[config.mk]
export PLATFORM = sky130hd
export DESIGN_NAME = sc_dot_product_ctrl_flat
export DESIGN_NICKNAME = d
export VERILOG_FILES = /design/src/rtl/sc_dot_product_ctrl_if.sv /design/src/rtl/sc_dot_product_ctrl.sv /design/src/flat_wrapper.sv
export SDC_FILE = /design/constraint.sdc
export NUM_CORES = 1
export LEC_CHECK = 0
export CORE_ASPECT_RATIO = 0.75
export CORE_MARGIN = 2
export CORE_UTILIZATION = 50
export CTS_CLUSTER_SIZE = 28
export DETAILED_ROUTE_END_ITERATION = 8
export DONT_BUFFER_PORTS = 1
export PLACE_DENSITY = 0.72
export SETUP_SLACK_MARGIN = 0.4
export SYNTH_ARGS = -nofsm -noshare
export SYNTH_HDL_FRONTEND = slang
export SYNTH_SLANG_ARGS = --single-unit
[constraint.sdc]
create_clock -name clk -period 6.7 [get_ports clk]
set_clock_uncertainty 0.2 [all_clocks]
set_input_delay 1.005 -clock clk [delete_from_list [all_inputs] [get_ports clk]]
set_output_delay 1.005 -clock clk [all_outputs]
set_load 0.01 [all_outputs]
[src/rtl/sc_dot_product_ctrl_if.sv]
// sc_dot_product_ctrl_if
//   Handshake and data bundle between the host/datapath side and the
//   stochastic dot-product sequencer.
//   master : host side. Drives start, stream_len and dp_result; observes the status outputs.
//   slave  : sequencer side. Drives busy, stream_en, sel, count_out and done.
interface sc_dot_product_ctrl_if #(
  parameter int SELECT_WIDTH = 2,
  parameter int CNT_W        = 8
);
  logic                    start;
  logic [CNT_W-1:0]        stream_len;
  logic                    busy;
  logic                    stream_en;
  logic [SELECT_WIDTH-1:0] sel;
  logic                    dp_result;
  logic [CNT_W-1:0]        count_out;
  logic                    done;

  modport master (output start, stream_len, dp_result,
                  input  busy, stream_en, sel, count_out, done);
  modport slave  (input  start, stream_len, dp_result,
                  output busy, stream_en, sel, count_out, done);
endinterface

[src/rtl/sc_dot_product_ctrl.sv]
// sc_dot_product_ctrl
//   Sequencer for one stochastic dot-product evaluation. It enables the SNGs
//   for stream_len cycles and drives the adder select stream. It counts the 1s
//   of the result stream over a window that is delayed by PIPE_LATENCY, then
//   pulses done with the final count.
//   Ports:
//     clk  : rising-edge clock
//     rst  : asynchronous active-high reset
//     bus  : sc_dot_product_ctrl_if.slave carrying
//            start, stream_len, dp_result (in) and busy, stream_en, sel,
//            count_out, done (out)
//   Configuration macro: SC_DOT_CTRL_LFSR_EN selects a 16-bit LFSR as the
//   sel source. When the macro is undefined, a modulo-LENGTH up-counter is
//   used and is cleared on each start.
module sc_dot_product_ctrl #(
  parameter int LENGTH       = 4,
  parameter int SELECT_WIDTH = 2,
  parameter int CNT_W        = 8,
  parameter int PIPE_LATENCY = 2
) (
  input logic                  clk,
  input logic                  rst,
  sc_dot_product_ctrl_if.slave bus
);
  typedef enum logic [1:0] {IDLE, RUN, DRAIN, DONE} state_e;

  state_e                  state_q;
  logic [CNT_W-1:0]        len_q, cyc_q, count_q;
  logic                    busy_q, stream_en_q, done_q;
  logic [PIPE_LATENCY-1:0] en_d_q;
  logic                    accept, sel_adv;

  assign accept  = (state_q == IDLE) && bus.start;
  // sel keeps moving until the last in-flight bit leaves the datapath
  assign sel_adv = stream_en_q | (|en_d_q);

  // Control FSM; all outputs are registered alongside the state.
  always_ff @(posedge clk or posedge rst) begin
    if (rst) begin
      state_q     <= IDLE;
      len_q       <= '0;
      cyc_q       <= '0;
      busy_q      <= 1'b0;
      stream_en_q <= 1'b0;
      done_q      <= 1'b0;
    end else begin
      done_q <= 1'b0;
      case (state_q)
        IDLE: if (bus.start) begin
          len_q  <= bus.stream_len;
          cyc_q  <= '0;
          busy_q <= 1'b1;
          if (bus.stream_len != '0) begin
            state_q     <= RUN;
            stream_en_q <= 1'b1;
          end else begin
            state_q <= DONE;
            done_q  <= 1'b1;
          end
        end
        RUN: if (cyc_q == len_q - 1'b1) begin
          state_q     <= DRAIN;
          stream_en_q <= 1'b0;
          cyc_q       <= '0;
        end else begin
          cyc_q <= cyc_q + 1'b1;
        end
        DRAIN: if (cyc_q == CNT_W'(PIPE_LATENCY - 1)) begin
          state_q <= DONE;
          done_q  <= 1'b1;
          cyc_q   <= '0;
        end else begin
          cyc_q <= cyc_q + 1'b1;
        end
        DONE: begin
          state_q <= IDLE;
          busy_q  <= 1'b0;
        end
        default: state_q <= IDLE;
      endcase
    end
  end

  // The delayed enable marks the cycles whose dp_result bit belongs to this run.
  always_ff @(posedge clk or posedge rst) begin
    if (rst) begin
      en_d_q  <= '0;
      count_q <= '0;
    end else begin
      en_d_q[0] <= stream_en_q;
      for (int i = 1; i < PIPE_LATENCY; i++) en_d_q[i] <= en_d_q[i-1];
      if (accept)                                        count_q <= '0;
      else if (en_d_q[PIPE_LATENCY-1] && bus.dp_result)  count_q <= count_q + 1'b1;
    end
  end

`ifdef SC_DOT_CTRL_LFSR_EN
  // Fibonacci LFSR, taps 16,14,13,11. It is never reseeded, so successive
  // runs continue the sequence.
  logic [15:0] lfsr_q;
  always_ff @(posedge clk or posedge rst) begin
    if (rst)          lfsr_q <= 16'hACE1;
    else if (sel_adv) lfsr_q <= {lfsr_q[14:0], lfsr_q[15] ^ lfsr_q[13] ^ lfsr_q[12] ^ lfsr_q[10]};
  end
  assign bus.sel = lfsr_q[SELECT_WIDTH-1:0];
`else
  logic [SELECT_WIDTH-1:0] sel_q;
  always_ff @(posedge clk or posedge rst) begin
    if (rst)          sel_q <= '0;
    else if (accept)  sel_q <= '0;
    else if (sel_adv) sel_q <= (sel_q == SELECT_WIDTH'(LENGTH - 1)) ? '0 : sel_q + 1'b1;
  end
  assign bus.sel = sel_q;
`endif

  assign bus.busy      = busy_q;
  assign bus.stream_en = stream_en_q;
  assign bus.done      = done_q;
  assign bus.count_out = count_q;
endmodule

[src/flat_wrapper.sv]
// flat-port wrapper written by rule: the top's interface ports become plain ports
module sc_dot_product_ctrl_flat 
#(
  parameter int LENGTH       = 4,
  parameter int SELECT_WIDTH = 2,
  parameter int CNT_W        = 8,
  parameter int PIPE_LATENCY = 2
)
  (clk, rst, bus_start, bus_stream_len, bus_dp_result, bus_busy, bus_stream_en, bus_sel, bus_count_out, bus_done);
  sc_dot_product_ctrl_if #(.SELECT_WIDTH(SELECT_WIDTH), .CNT_W(CNT_W)) bus_i ();
  input logic clk;
  input logic rst;
  input wire logic [$bits(bus_i.start)-1:0] bus_start;
  input wire logic [$bits(bus_i.stream_len)-1:0] bus_stream_len;
  input wire logic [$bits(bus_i.dp_result)-1:0] bus_dp_result;
  output wire logic [$bits(bus_i.busy)-1:0] bus_busy;
  output wire logic [$bits(bus_i.stream_en)-1:0] bus_stream_en;
  output wire logic [$bits(bus_i.sel)-1:0] bus_sel;
  output wire logic [$bits(bus_i.count_out)-1:0] bus_count_out;
  output wire logic [$bits(bus_i.done)-1:0] bus_done;
  assign bus_i.start = bus_start;
  assign bus_i.stream_len = bus_stream_len;
  assign bus_i.dp_result = bus_dp_result;
  assign bus_busy = bus_i.busy;
  assign bus_stream_en = bus_i.stream_en;
  assign bus_sel = bus_i.sel;
  assign bus_count_out = bus_i.count_out;
  assign bus_done = bus_i.done;
  sc_dot_product_ctrl #(.LENGTH(LENGTH), .SELECT_WIDTH(SELECT_WIDTH), .CNT_W(CNT_W), .PIPE_LATENCY(PIPE_LATENCY)) u_core (.clk(clk), .rst(rst), .bus(bus_i));
endmodule
== Word-level counts from Yosys, hierarchy flattened ==
Cells that the tools add are included.

* Bits in registers: 33
* Output and inout bits: 13
* Bits of input ports: 12

* Multiplexer cells: 24
* Equal/unequal tests: 10
* Add/subtract/negate cells: 4
* Reductions and logical operators: 15
* Bitwise gates (word level): 1

{| class="wikitable"
|+ Operator list
! kind !! number
|-
| 8-bit two-way mux || 5
|-
| 8-bit one-hot mux with 3 select lines || 1
|-
| 8-bit by 1-bit adder with 8-bit output (second input constant) || 2
|-
| 2-bit two-way mux || 7
|-
| 8-bit by 1-bit == test with 1-bit output (second input constant) || 1
|-
| 8-bit == test || 1
|-
| 2-bit one-hot mux with 4 select lines || 1
|-
| 2-bit nonzero test || 4
|-
| 8-bit nonzero test || 1
|-
| 8-bit by 1-bit subtractor with 8-bit output (second input constant) || 1
|-
| 1-bit two-way mux || 7
|-
| 2-bit == test (second input constant) || 3
|-
| 1-bit one-hot mux with 2 select lines || 3
|-
| 2-bit AND reduction || 3
|-
| 2-bit by 1-bit inequality test with 1-bit output (second input constant) || 2
|-
| 2-bit inequality test (second input constant) || 2
|-
| 4-bit AND reduction || 1
|-
| 3-bit AND reduction || 1
|-
| 3-bit nonzero test || 1
|-
| 2-bit by 1-bit adder with 2-bit output (second input constant) || 1
|-
| 2-bit by 1-bit == test with 1-bit output (second input constant) || 1
|-
| 1-bit logical AND || 2
|-
| 2-bit logical NOT || 1
|-
| 2-bit OR reduction || 1
|-
| 1-bit OR || 1
|}

== Longest topological paths before layout ==
Gate-level depths: netlist (run 1).

* Word-level depth: 4
* Gate-level depth with buffers: 9

== Worst setup path before layout (run 1) ==
OpenSTA, ideal clock, no wires.

* Path type: flip-flop to flip-flop
* Start point: reg u_core.len_q[0]
* End point: reg u_core.cyc_q[2]
* Period minus slack after synthesis: 2.165 ns
* Data arrival time: 1.824 ns
* Setup slack: 4.535 ns
* Data required time: 6.359 ns
* Stages on the path, launching flop included: 10
* Library setup time: 0.141 ns
* Path through: dfrtp_1 -> inv_1 -> ha_1 -> nor3b_1 -> xnor2_1 -> nand4_1 -> o21ai_2 -> o21ai_4 -> o2111ai_1 -> o311ai_2

* Cells in the longest elaborated chain, start to end: 4

{| class="wikitable"
|+ Ends and longest elaborated chain
! item !! RTL line !! RTL
|-
| from (decl) || sc_dot_product_ctrl.sv:28 || <nowiki>logic [CNT_W-1:0] len_q, cyc_q, count_q;</nowiki>
|-
| from (signal assigned) || sc_dot_product_ctrl.sv:50 || <nowiki>len_q <= bus.stream_len;</nowiki>
|-
| 8-bit by 1-bit subtractor with 8-bit output || sc_dot_product_ctrl.sv:61 || <nowiki>RUN: if (cyc_q == len_q - 1'b1) begin</nowiki>
|-
| 8-bit == test || sc_dot_product_ctrl.sv:61 ||
|-
| 8-bit two-way mux || sc_dot_product_ctrl.sv:61 ||
|-
| 8-bit one-hot mux with 3 select lines || sc_dot_product_ctrl.sv:48 || <nowiki>case (state_q)</nowiki>
|-
| to (signal assigned) || sc_dot_product_ctrl.sv:66 || <nowiki>cyc_q <= cyc_q + 1'b1;</nowiki>
|-
| to (signal assigned) || sc_dot_product_ctrl.sv:73 || <nowiki>cyc_q <= cyc_q + 1'b1;</nowiki>
|-
| to (decl) || sc_dot_product_ctrl.sv:28 ||
|}

No other way between the ends.
A chain may end at the register's enable or synchronous reset.

== Worst setup path in the final report (run 1) ==
* Start point: reg u_core.state_q[0]
* End point: reg u_core.cyc_q[4]

* Cells in the longest elaborated chain, start to end: 3

{| class="wikitable"
|+ Ends and longest elaborated chain
! item !! RTL line !! RTL
|-
| from (decl) || sc_dot_product_ctrl.sv:27 || <nowiki>state_e state_q;</nowiki>
|-
| from (signal assigned) || sc_dot_product_ctrl.sv:40 || <nowiki>state_q <= IDLE;</nowiki>
|-
| from (signal assigned) || sc_dot_product_ctrl.sv:54 || <nowiki>state_q <= RUN;</nowiki>
|-
| from (signal assigned) || sc_dot_product_ctrl.sv:57 || <nowiki>state_q <= DONE;</nowiki>
|-
| 2-bit by 1-bit == test with 1-bit output, or another cell as far along || sc_dot_product_ctrl.sv:48 ||
|-
| 3-bit nonzero test (no line) / 2-bit inequality test (equally long branches) || n/a ||
|-
| 2-bit AND reduction (no line) || n/a ||
|}

Parallel ways exist; a longest one is shown, timed or not.

==> results of run 1 <==
## power breakdown
group	total, mW	internal (mW)	leakage [nW]	switching, mW
clock network	0.165	0.0928	0.0542	0.0721
logic	0.414	0.170	0.431	0.244
registers	0.348	0.260	0.416	0.0882
## how the worst min path moves through the flow
stage	from	to	slack (ns)	cells after the start
2_1_floorplan	u_core.en_d_q[0]$_DFF_PP0_	u_core.en_d_q[1]$_DFF_PP0_	0.15	0
3_3_place_gp	u_core.en_d_q[0]$_DFF_PP0_	u_core.en_d_q[1]$_DFF_PP0_	0.16	0
3_5_place_dp	u_core.en_d_q[0]$_DFF_PP0_	u_core.en_d_q[1]$_DFF_PP0_	0.17	0
4_1_cts	u_core.en_d_q[0]$_DFF_PP0_	u_core.en_d_q[1]$_DFF_PP0_	0.19	0
5_1_grt	u_core.en_d_q[0]$_DFF_PP0_	u_core.en_d_q[1]$_DFF_PP0_	0.21	0
6_report	u_core.en_d_q[0]$_DFF_PP0_	u_core.en_d_q[1]$_DFF_PP0_	0.18	0
## synth_stat cells (2+ instances only)
cell type / number / area (sq um)
o221ai_1: 3 / 26.3
nand3_1: 8 / 40.0
o21ai_2: 2 / 17.5
nor3_1: 8 / 40.0
nand4_1: 3 / 18.8
o32a_1: 2 / 20.0
nand2_1: 40 / 150
inv_1: 11 / 41.3
dfrtp_1: 33 / 826
o21ai_0: 6 / 30.0
clkbuf_1: 4 / 15.0
a21oi_1: 7 / 35.0
mux2i_1: 2 / 20.0
and2_1: 3 / 18.8
ha_1: 9 / 113
xor2_1: 10 / 87.6
o21ai_1: 5 / 25.0
xnor2_1: 9 / 78.8
o21ai_4: 2 / 32.5
nor4_1: 2 / 12.5
nor2_1: 17 / 63.8
## flip-flops by register name, summed over array words and instances, names as in the netlist
name / cells
u_core.cyc_q: 8
u_core.bus.busy: 1
u_core.bus.done: 1
u_core.bus.sel: 2
u_core.bus.stream_en: 1
u_core.len_q: 8
u_core.en_d_q: 2
u_core.state_q: 2
u_core.bus.count_out: 8
## cell type report
class,count,area (sq um),share of cell area (%)
Clock inverter,1,5.00,0.241
Inverter,11,41.3,1.99
Clock buffer,7,96.3,4.64
Multi-Input combinational cell,160,1030,49.8
Sequential cell,33,826,39.8
Timing Repair Buffer,1,7.51,0.362
Tap cell,52,65.1,3.14
## stage by stage
step	setup slack, ns	utilization [%]	power, mW	hold slack (ns)	area [sq um]
global route	4.03	56.7	1.01	0.208	2070
global placement	4.09	53.9	0.749	0.158	1970
CTS	4.21	56.7	0.929	0.186	2070
floorplan	4.53	-	0.675	0.155	1920
detailed placement	4.02	53.9	0.761	0.166	1970
finish	4.20	56.7	0.926	0.182	2070
## cells by family (layout without fill, tap and decap cells)
family,Yosys count,count (layout),share of synthesized area (%)
adder cells (fa/ha/maj),9,9,5.88
buffers and inverters,15,20,2.94
AO/OA/AOI/OAI,34,34,13.5
XOR/XNOR,20,20,9.54
AND/OR/NAND/NOR,95,95,24.0
multiplexers,2,2,1.05
flip-flops,33,33,43.1
## critical path, stage by stage, from the launching register on
cell	delay (ns)
dfrtp_1	0.42
inv_1	0.08
ha_1	0.27
and2_1	0.44
a21oi_1	0.67
o21ai_0	0.20
o22ai_1	0.14
## metal layers
layer	wire length, microns	part of all wire, %	vias to the layer above	GRT usage [%]
li1	-	-	726	-
met4	69	1.8	0	8.27
met1	1960	52	678	30.0
met3	233	6.2	8	6.18
met2	1490	40	36	27.2
met5	0	0	-	0
==> metrics, run 1 <==
Final Hold Fails 0; vias in the first global route 1,372; Die Ht 57.6 microns; total CTS buffers 5; initial DRC count 78; clock latency on the worst-skew pair 0.29 ns; commonest cells after routing, fill and taps aside nand2_1 (40), dfrtp_1 (33), nor2_1 (17); via count 1,448; Ports 25; Non-Filler Instances 265; Max Freq 399 MHz; fill count 337; R2R cell count 6; crit path to u_core.cyc_q[4]$_DFFE_PP0P_; critical-path maximum fanout 23; layout cells sized above 1 9.86%; DR DRC count 0; wire per inst 14.1 microns; FF-to-FF End u_core.cyc_q[4]$_DFFE_PP0P_; worst r2r src u_core.state_q[0]$_DFFE_PP0P_; synth unique cells 43; routed vias/inst 5.46; cell count after placement 257; ys async rst share 100%; synthesis-stage register bit count 33; Setup TNS 0 ns; CTS root buf clkbuf_8; commonest non-fill, non-tap cell in the layout nand2_1; initial antenna violation count 0; # rows 19; critical path class reg -> reg; Slew Viols, Final 0; clock tree buffer depth 2; drt total wl 3.75 mm; Top FF cell, synth dfrtp_1; I/O Buffers 0; Initial Util 52.3%; htree depth 2; area grow syn2layout 8.30%; first-pass GRT wire length 6.55 mm; core area 3660 sq um; post-CTS sizing 0; EDFF count, synth 0; Seq/Total Area, Yosys 43.1%; CTS tree built; total track usage 20.2%; R2R Setup Slk 4.20 ns; Synth Net Count 229; critical path endpoint category flip-flop; Crit path required time 6.71 ns; relative slew slack 46.8%; syn_area_per_cell 9.21 sq um; Max Cap Viol 0; CP Data Arrival Time 2.51 ns; 1st-pass router iterations 5; VDD IR max 0.000242 V; clk sinks 33; CP startpoint kind flip-flop; Mapped Area 1920 sq um; PwrDens 446 nW/um^2; Setup-failing EPs final 0; GRT overflow 0; start point of the critical path u_core.state_q[0]$_DFFE_PP0P_; Die W 75.5 microns; status complete, no violations; clock input transition at the sequential cells of the worst setup and hold paths 0.07 ns; Leak 0.902 nW; RD Place Congestion 0.767; RSZ-0062 raised after global routing false; Synth warnings 0; hold_buf cts 0; fin crit share 37.4%; Post-DP HPWL 2.72 mm; HP Class reg -> reg; Slew @ Worst Pin 0.798 ns; number of diodes 0; largest net degree at the start of global routing 29; DRT antenna net count 0; area of the die 4350 sq um; Nets 233; setup bufs post-CTS 0; Final min period 2.50 ns; Mapped Cells 208
No activity file was read; power rests on OpenSTA's default activity.
==> run 2, diff against run 1 <==
Settings changed: PLACE_DENSITY 0.72 to 0.75.
Clock period 6.7 ns to 2.1 ns, I/O delays scaled along.
==> metrics, run 2 (synthesis gave the netlist of run 1 again) <==
Power Total 3.32 mW (was 0.926 mW); number of diodes 0 (unchanged); final hold slack 0.0744 ns (was 0.182 ns); # rows 19 (unchanged); combinational share of power 53.5% (was 44.7%); critical path class reg -> reg (unchanged); first-pass GRT wire length 6.92 mm (was 6.55 mm); clock tree buffer depth 2 (unchanged); Nets 263 (was 233); layout cells sized above 1 21.4% (was 9.86%); relative slew slack 63.7% (was 46.8%); CP startpoint kind flip-flop (unchanged); via count 1,575 (was 1,448); drt total wl 4.32 mm (was 3.75 mm); Sequential Power Share 32.4% (was 37.5%); clock latency on the worst-skew pair 0.28 ns (was 0.29 ns); Net Sw Frac 42.7% (was 43.6%); Final Hold Fails 0 (unchanged); Max Cap Viol 0 (unchanged); Slew @ Worst Pin 0.544 ns (was 0.798 ns); CP Data Arrival Time 2.05 ns (was 2.51 ns); Die Ht 57.6 microns (unchanged); PwrDens 1390 nW/um^2 (was 446 nW/um^2); total CTS buffers 5 (unchanged); commonest cells after routing, fill and taps aside nand2_1 (40), dfrtp_1 (31), buf_4 (19) (was nand2_1 (40), dfrtp_1 (33), nor2_1 (17)); Slew Viols, Final 0 (unchanged); 1st-pass router iterations 4 (was 5); initial antenna violation count 0 (unchanged); routed vias/inst 5.34 (was 5.46); critical-path maximum fanout 9 (was 23); GRT overflow 0 (unchanged); Internal 1.90 mW (was 0.522 mW); Ports 25 (unchanged); largest net degree at the start of global routing 22 (was 29); DRT antenna net count 0 (unchanged); htree depth 2 (unchanged); Leak 1.05 nW (was 0.902 nW); DR DRC count 0 (unchanged); Final min period 2.09 ns (was 2.50 ns); Max Freq 479 MHz (was 399 MHz); RD Place Congestion 0.878 (was 0.767); CTS tree built (unchanged); area of the die 4350 sq um (unchanged); Setup TNS 0 ns (unchanged); clock input transition at the sequential cells of the worst setup and hold paths 0.07 ns (about the same); Initial Util 52.3% (unchanged); sequential cell area 828 sq um (was 826 sq um); critical path endpoint category flip-flop (unchanged); vias in the first global route 1,481 (was 1,372); core area 3660 sq um (unchanged); Switch Pwr 1.42 mW (was 0.404 mW); I/O Buffers 0 (unchanged); Setup-failing EPs final 0 (unchanged); clk sinks 33 (unchanged); VDD IR max 0.000800 V (was 0.000242 V); commonest non-fill, non-tap cell in the layout nand2_1 (unchanged); CTS root buf clkbuf_8 (unchanged); area grow syn2layout 24.8% (was 8.30%); total track usage 21.5% (was 20.2%); fill count 323 (was 337); initial DRC count 107 (was 78); Multi-input gate area 1090 sq um (was 1030 sq um); status complete, no violations (unchanged); clock share of power 14.1% (was 17.8%); wire per inst 14.6 microns (was 14.1 microns); Crit path required time 2.06 ns (was 6.71 ns); RSZ-0062 raised after global routing true (was false); Post-DP HPWL 3.03 mm (was 2.72 mm); Die W 75.5 microns (unchanged); HP Class in -> reg (was reg -> reg); fin crit share 99.4% (was 37.4%)
[run 2: worst max-delay path, cell delays in order (launching register included)]
cell,delay (ns)
dfrtp_1,0.41
inv_2,0.09
ha_4,0.16
nor3b_4,0.18
xnor2_1,0.13
nand4_1,0.14
o21ai_2,0.18
o21ai_4,0.14
o21ai_4,0.22
o22ai_1,0.12
[run 2: area by class of cell]
type                            count  area share [%]
Tap cell                           52            2.72
Timing Repair Buffer               31            11.8
Clock buffer                        5            2.88
Inverter                           11            1.73
Multi-Input combinational cell    160            45.4
Sequential cell                    33            34.7
Clock inverter                      3           0.733
[run 2: layer usage]
layer	share of wire, %	GRT usage [%]	up-vias
met4	0.67	5.51	0
met2	48	31.9	34
li1	-	-	782
met1	46	30.4	755
met3	6.0	6.89	4
met5	0	0	-
[run 2: per-stage QoR]
stage	worst slack, ns	utilization (%)	instances	instance area, sq um
after floorplan	0.102	-	208	1950
after global placement	0.0339	57.5	270	2100
after detailed placement	-0.0240	57.5	270	2100
after CTS	-0.00507	64.0	293	2340
after global routing	-0.161	65.3	295	2390
final	0.0122	65.3	295	2390
[run 2: path summary, 6_finish.rpt]
check,startpoint,to,slack [ns],depth (start not counted)
setup / recovery,u_core.len_q[0]$_DFFE_PP0P_,u_core.cyc_q[4]$_DFFE_PP0P_,0.01,9
hold / removal,bus_dp_result,u_core.bus.count_out[2]$_DFFE_PP0P_,0.07,3
setup reg to reg,u_core.len_q[0]$_DFFE_PP0P_,u_core.cyc_q[4]$_DFFE_PP0P_,0.01,9
hold reg to reg,u_core.en_d_q[0]$_DFF_PP0_,u_core.en_d_q[1]$_DFF_PP0_,0.18,0
max in group asynchronous,rst,u_core.cyc_q[6]$_DFFE_PP0P_,0.69,3
min in group asynchronous,rst,u_core.len_q[0]$_DFFE_PP0P_,0.36,2
[run 2: what timing repair did]
| item | CTS | global route |
|---|---|---|
| resized for setup | 3 | 5 |
| buffers inserted | 5 | 1 |
| setup endpoints to repair | 19 | 29 |
| gates cloned | 0 | 1 |
| pin swaps | 3 | 1 |
| hold buffers | 10 | 0 |
| endpoints found under the hold margin | 23 | 0 |
[run 2: power groups by stage]
stage | logic (mW) | clock network [mW] | registers, mW
after detailed placement | 1.56 | 0 | 1.09
final | 1.77 | 0.467 | 1.08
after floorplan | 1.15 | 0 | 1.07
after CTS | 1.69 | 0.471 | 1.07
after global routing | 1.97 | 0.511 | 1.10
after global placement | 1.52 | 0 | 1.08
==> run 3, diff against run 2 <==
Settings changed: REMOVE_ABC_BUFFERS from default to 1.
==> metrics, run 3 (synthesis gave the netlist of run 1 again) <==
Net Sw Frac 44.7% (was 42.7%); layout cells sized above 1 22.4% (was 21.4%); GRT overflow 0 (unchanged); Max Freq 453 MHz (was 479 MHz); I/O Buffers 0 (unchanged); DR DRC count 0 (unchanged); # rows 19 (unchanged); core area 3660 sq um (unchanged); Slew @ Worst Pin 0.461 ns (was 0.544 ns); critical path class reg -> reg (unchanged); routed vias/inst 5.53 (was 5.34); clock input transition at the sequential cells of the worst setup and hold paths 0.07 ns (about the same); Leak 1.04 nW (was 1.05 nW); total CTS buffers 5 (unchanged); wire per inst 16.0 microns (was 14.6 microns); Initial Util 52.3% (unchanged); clock latency on the worst-skew pair 0.29 ns (was 0.28 ns); Final Hold Fails 0 (unchanged); Final min period 2.21 ns (was 2.09 ns); CP Data Arrival Time 2.17 ns (was 2.05 ns); Ports 25 (unchanged); R2R cell count 8 (was 9); CTS tree built (unchanged); initial DRC count 97 (was 107); RSZ-0062 raised after global routing true (unchanged); vias in the first global route 1,652 (was 1,481); CP startpoint kind flip-flop (unchanged); clk sinks 33 (unchanged); first-pass GRT wire length 7.60 mm (was 6.92 mm); VDD IR max 0.000895 V (was 0.000800 V); Setup-failing EPs final 9 (was 0); largest net degree at the start of global routing 34 (was 22); clock tree buffer depth 2 (unchanged); drt total wl 4.69 mm (was 4.32 mm); fill count 295 (was 323); FF-to-FF End u_core.cyc_q[2]$_DFFE_PP0P_ (was u_core.cyc_q[4]$_DFFE_PP0P_); commonest non-fill, non-tap cell in the layout nand2_1 (unchanged); Post-DP HPWL 3.11 mm (was 3.03 mm); failing checks negative setup slack; Nets 261 (was 263); critical-path maximum fanout 5 (was 9); clock share of power 14.4% (was 14.1%); RD Place Congestion 0.823 (was 0.878); Internal 1.87 mW (was 1.90 mW); Switch Pwr 1.51 mW (was 1.42 mW); PwrDens 1400 nW/um^2 (was 1390 nW/um^2); DRT antenna net count 0 (unchanged); area of the die 4350 sq um (unchanged); critical path endpoint category flip-flop (unchanged); HP Class in -> reg (unchanged); R2R Setup Slk -0.11 ns (was 0.01 ns); Max Cap Viol 0 (unchanged); Worst Min Path Start bus_start (was bus_dp_result); commonest cells after routing, fill and taps aside nand2_1 (40), dfrtp_1 (32), nor2_1 (17) (was nand2_1 (40), dfrtp_1 (31), buf_4 (19)); Final WS setup -0.106 ns (was 0.0122 ns); combinational share of power 53.5% (about the same); Placement Cell Area 2090 sq um (was 2100 sq um); CTS root buf clkbuf_8 (unchanged); Crit path required time 2.06 ns (about the same); Finished Cell Area 2410 sq um (was 2390 sq um); Hold Path Cell Cnt 3 (unchanged); WHS Endpoint u_core.bus.busy$_DFFE_PP0P_ (was u_core.bus.count_out[2]$_DFFE_PP0P_); area grow syn2layout 25.9% (was 24.8%); total track usage 23.9% (was 21.5%); Slew Viols, Final 0 (unchanged); htree depth 2 (unchanged); 1st-pass router iterations 4 (unchanged); worst r2r src u_core.len_q[2]$_DFFE_PP0P_ (was u_core.len_q[0]$_DFFE_PP0P_); status finished with violations (was complete, no violations); relative slew slack 69.1% (was 63.7%); final core occ 65.9% (was 65.3%); initial antenna violation count 0 (unchanged); number of diodes 0 (unchanged); Sequential Power Share 32.1% (was 32.4%); Die W 75.5 microns (unchanged); Die Ht 57.6 microns (unchanged); fin crit share 105% (was 99.4%); via count 1,621 (was 1,575)
[run 3: cell count changes in the layout (fill, tap and decap cells not counted), sizes merged]
cell / change
buf: -2
clkbuf: -1
clkinvlp: +2
o21ai: +1
clkinv: -2
[run 3: timing repair]
| item | 4_1_cts | 5_1_grt |
|---|---|---|
| setup buffers | 1 | 1 |
| pin swaps | 6 | 9 |
| hold buffers | 10 | 0 |
| cloned | 1 | 0 |
| endpoints found under the setup margin | 11 | 17 |
| endpoints found under the hold margin | 42 | 0 |
| gates resized for setup | 12 | 11 |
[run 3: worst max-delay path: stages, from the launching register on]
cell	delay, ns
dfrtp_1	0.42
buf_4	0.18
nor3_1	0.22
nand2_1	0.13
xnor2_2	0.18
o21ai_2	0.26
o21ai_4	0.14
o2111ai_2	0.22
o311ai_2	0.12
[run 3: layout make-up]
type | instances | area (sq um) | area share, %
Multi-Input combinational cell | 161 | 1130 | 47.1
Sequential cell | 33 | 827 | 34.3
Timing Repair Buffer | 28 | 251 | 10.4
Clock buffer | 5 | 68.8 | 2.85
Tap cell | 52 | 65.1 | 2.70
Inverter | 11 | 41.3 | 1.71
Clock inverter | 3 | 22.5 | 0.934
[run 3: power by group through the flow]
stage / Sequential [mW] / Combinational [mW] / Clock, mW
2_1_floorplan: 1.06 / 1.08 / 0
5_1_grt: 1.11 / 2.00 / 0.522
3_3_place_gp: 1.08 / 1.47 / 0
4_1_cts: 1.08 / 1.70 / 0.492
3_5_place_dp: 1.08 / 1.53 / 0
6_report: 1.09 / 1.81 / 0.487
[run 3: worst max path at each step]
stage / start / to / cells past startpoint / slack [ns]
detailed placement: u_core.len_q[0]$_DFFE_PP0P_ / u_core.cyc_q[2]$_DFFE_PP0P_ / 9 / -0.20
CTS: u_core.len_q[0]$_DFFE_PP0P_ / u_core.cyc_q[2]$_DFFE_PP0P_ / 9 / -0.09
floorplan: u_core.len_q[0]$_DFFE_PP0P_ / u_core.cyc_q[2]$_DFFE_PP0P_ / 9 / -0.07
global route: u_core.len_q[2]$_DFFE_PP0P_ / u_core.cyc_q[2]$_DFFE_PP0P_ / 7 / -0.23
finish: u_core.len_q[2]$_DFFE_PP0P_ / u_core.cyc_q[2]$_DFFE_PP0P_ / 8 / -0.11
global placement: u_core.len_q[0]$_DFFE_PP0P_ / u_core.cyc_q[2]$_DFFE_PP0P_ / 9 / -0.04
[run 3: metal layers]
metal	share of wire [%]	global-route usage [%]
met3	5.2	6.54
met4	2.2	11.5
met2	46	32.8
met5	0	0
met1	47	34.6
[run 3: stage by stage]
step,power [mW],hold slack (ns),setup TNS (ns),setup slack [ns],cells
2_1_floorplan,2.14,0.155,-0.119,-0.0652,204
3_3_place_gp,2.55,0.118,-0.0592,-0.0380,272
3_5_place_dp,2.61,0.124,-1.25,-0.200,272
4_1_cts,3.28,0.0396,-0.476,-0.0926,292
5_1_grt,3.63,0.0645,-1.55,-0.226,293
6_report,3.38,0.0457,-0.433,-0.106,293
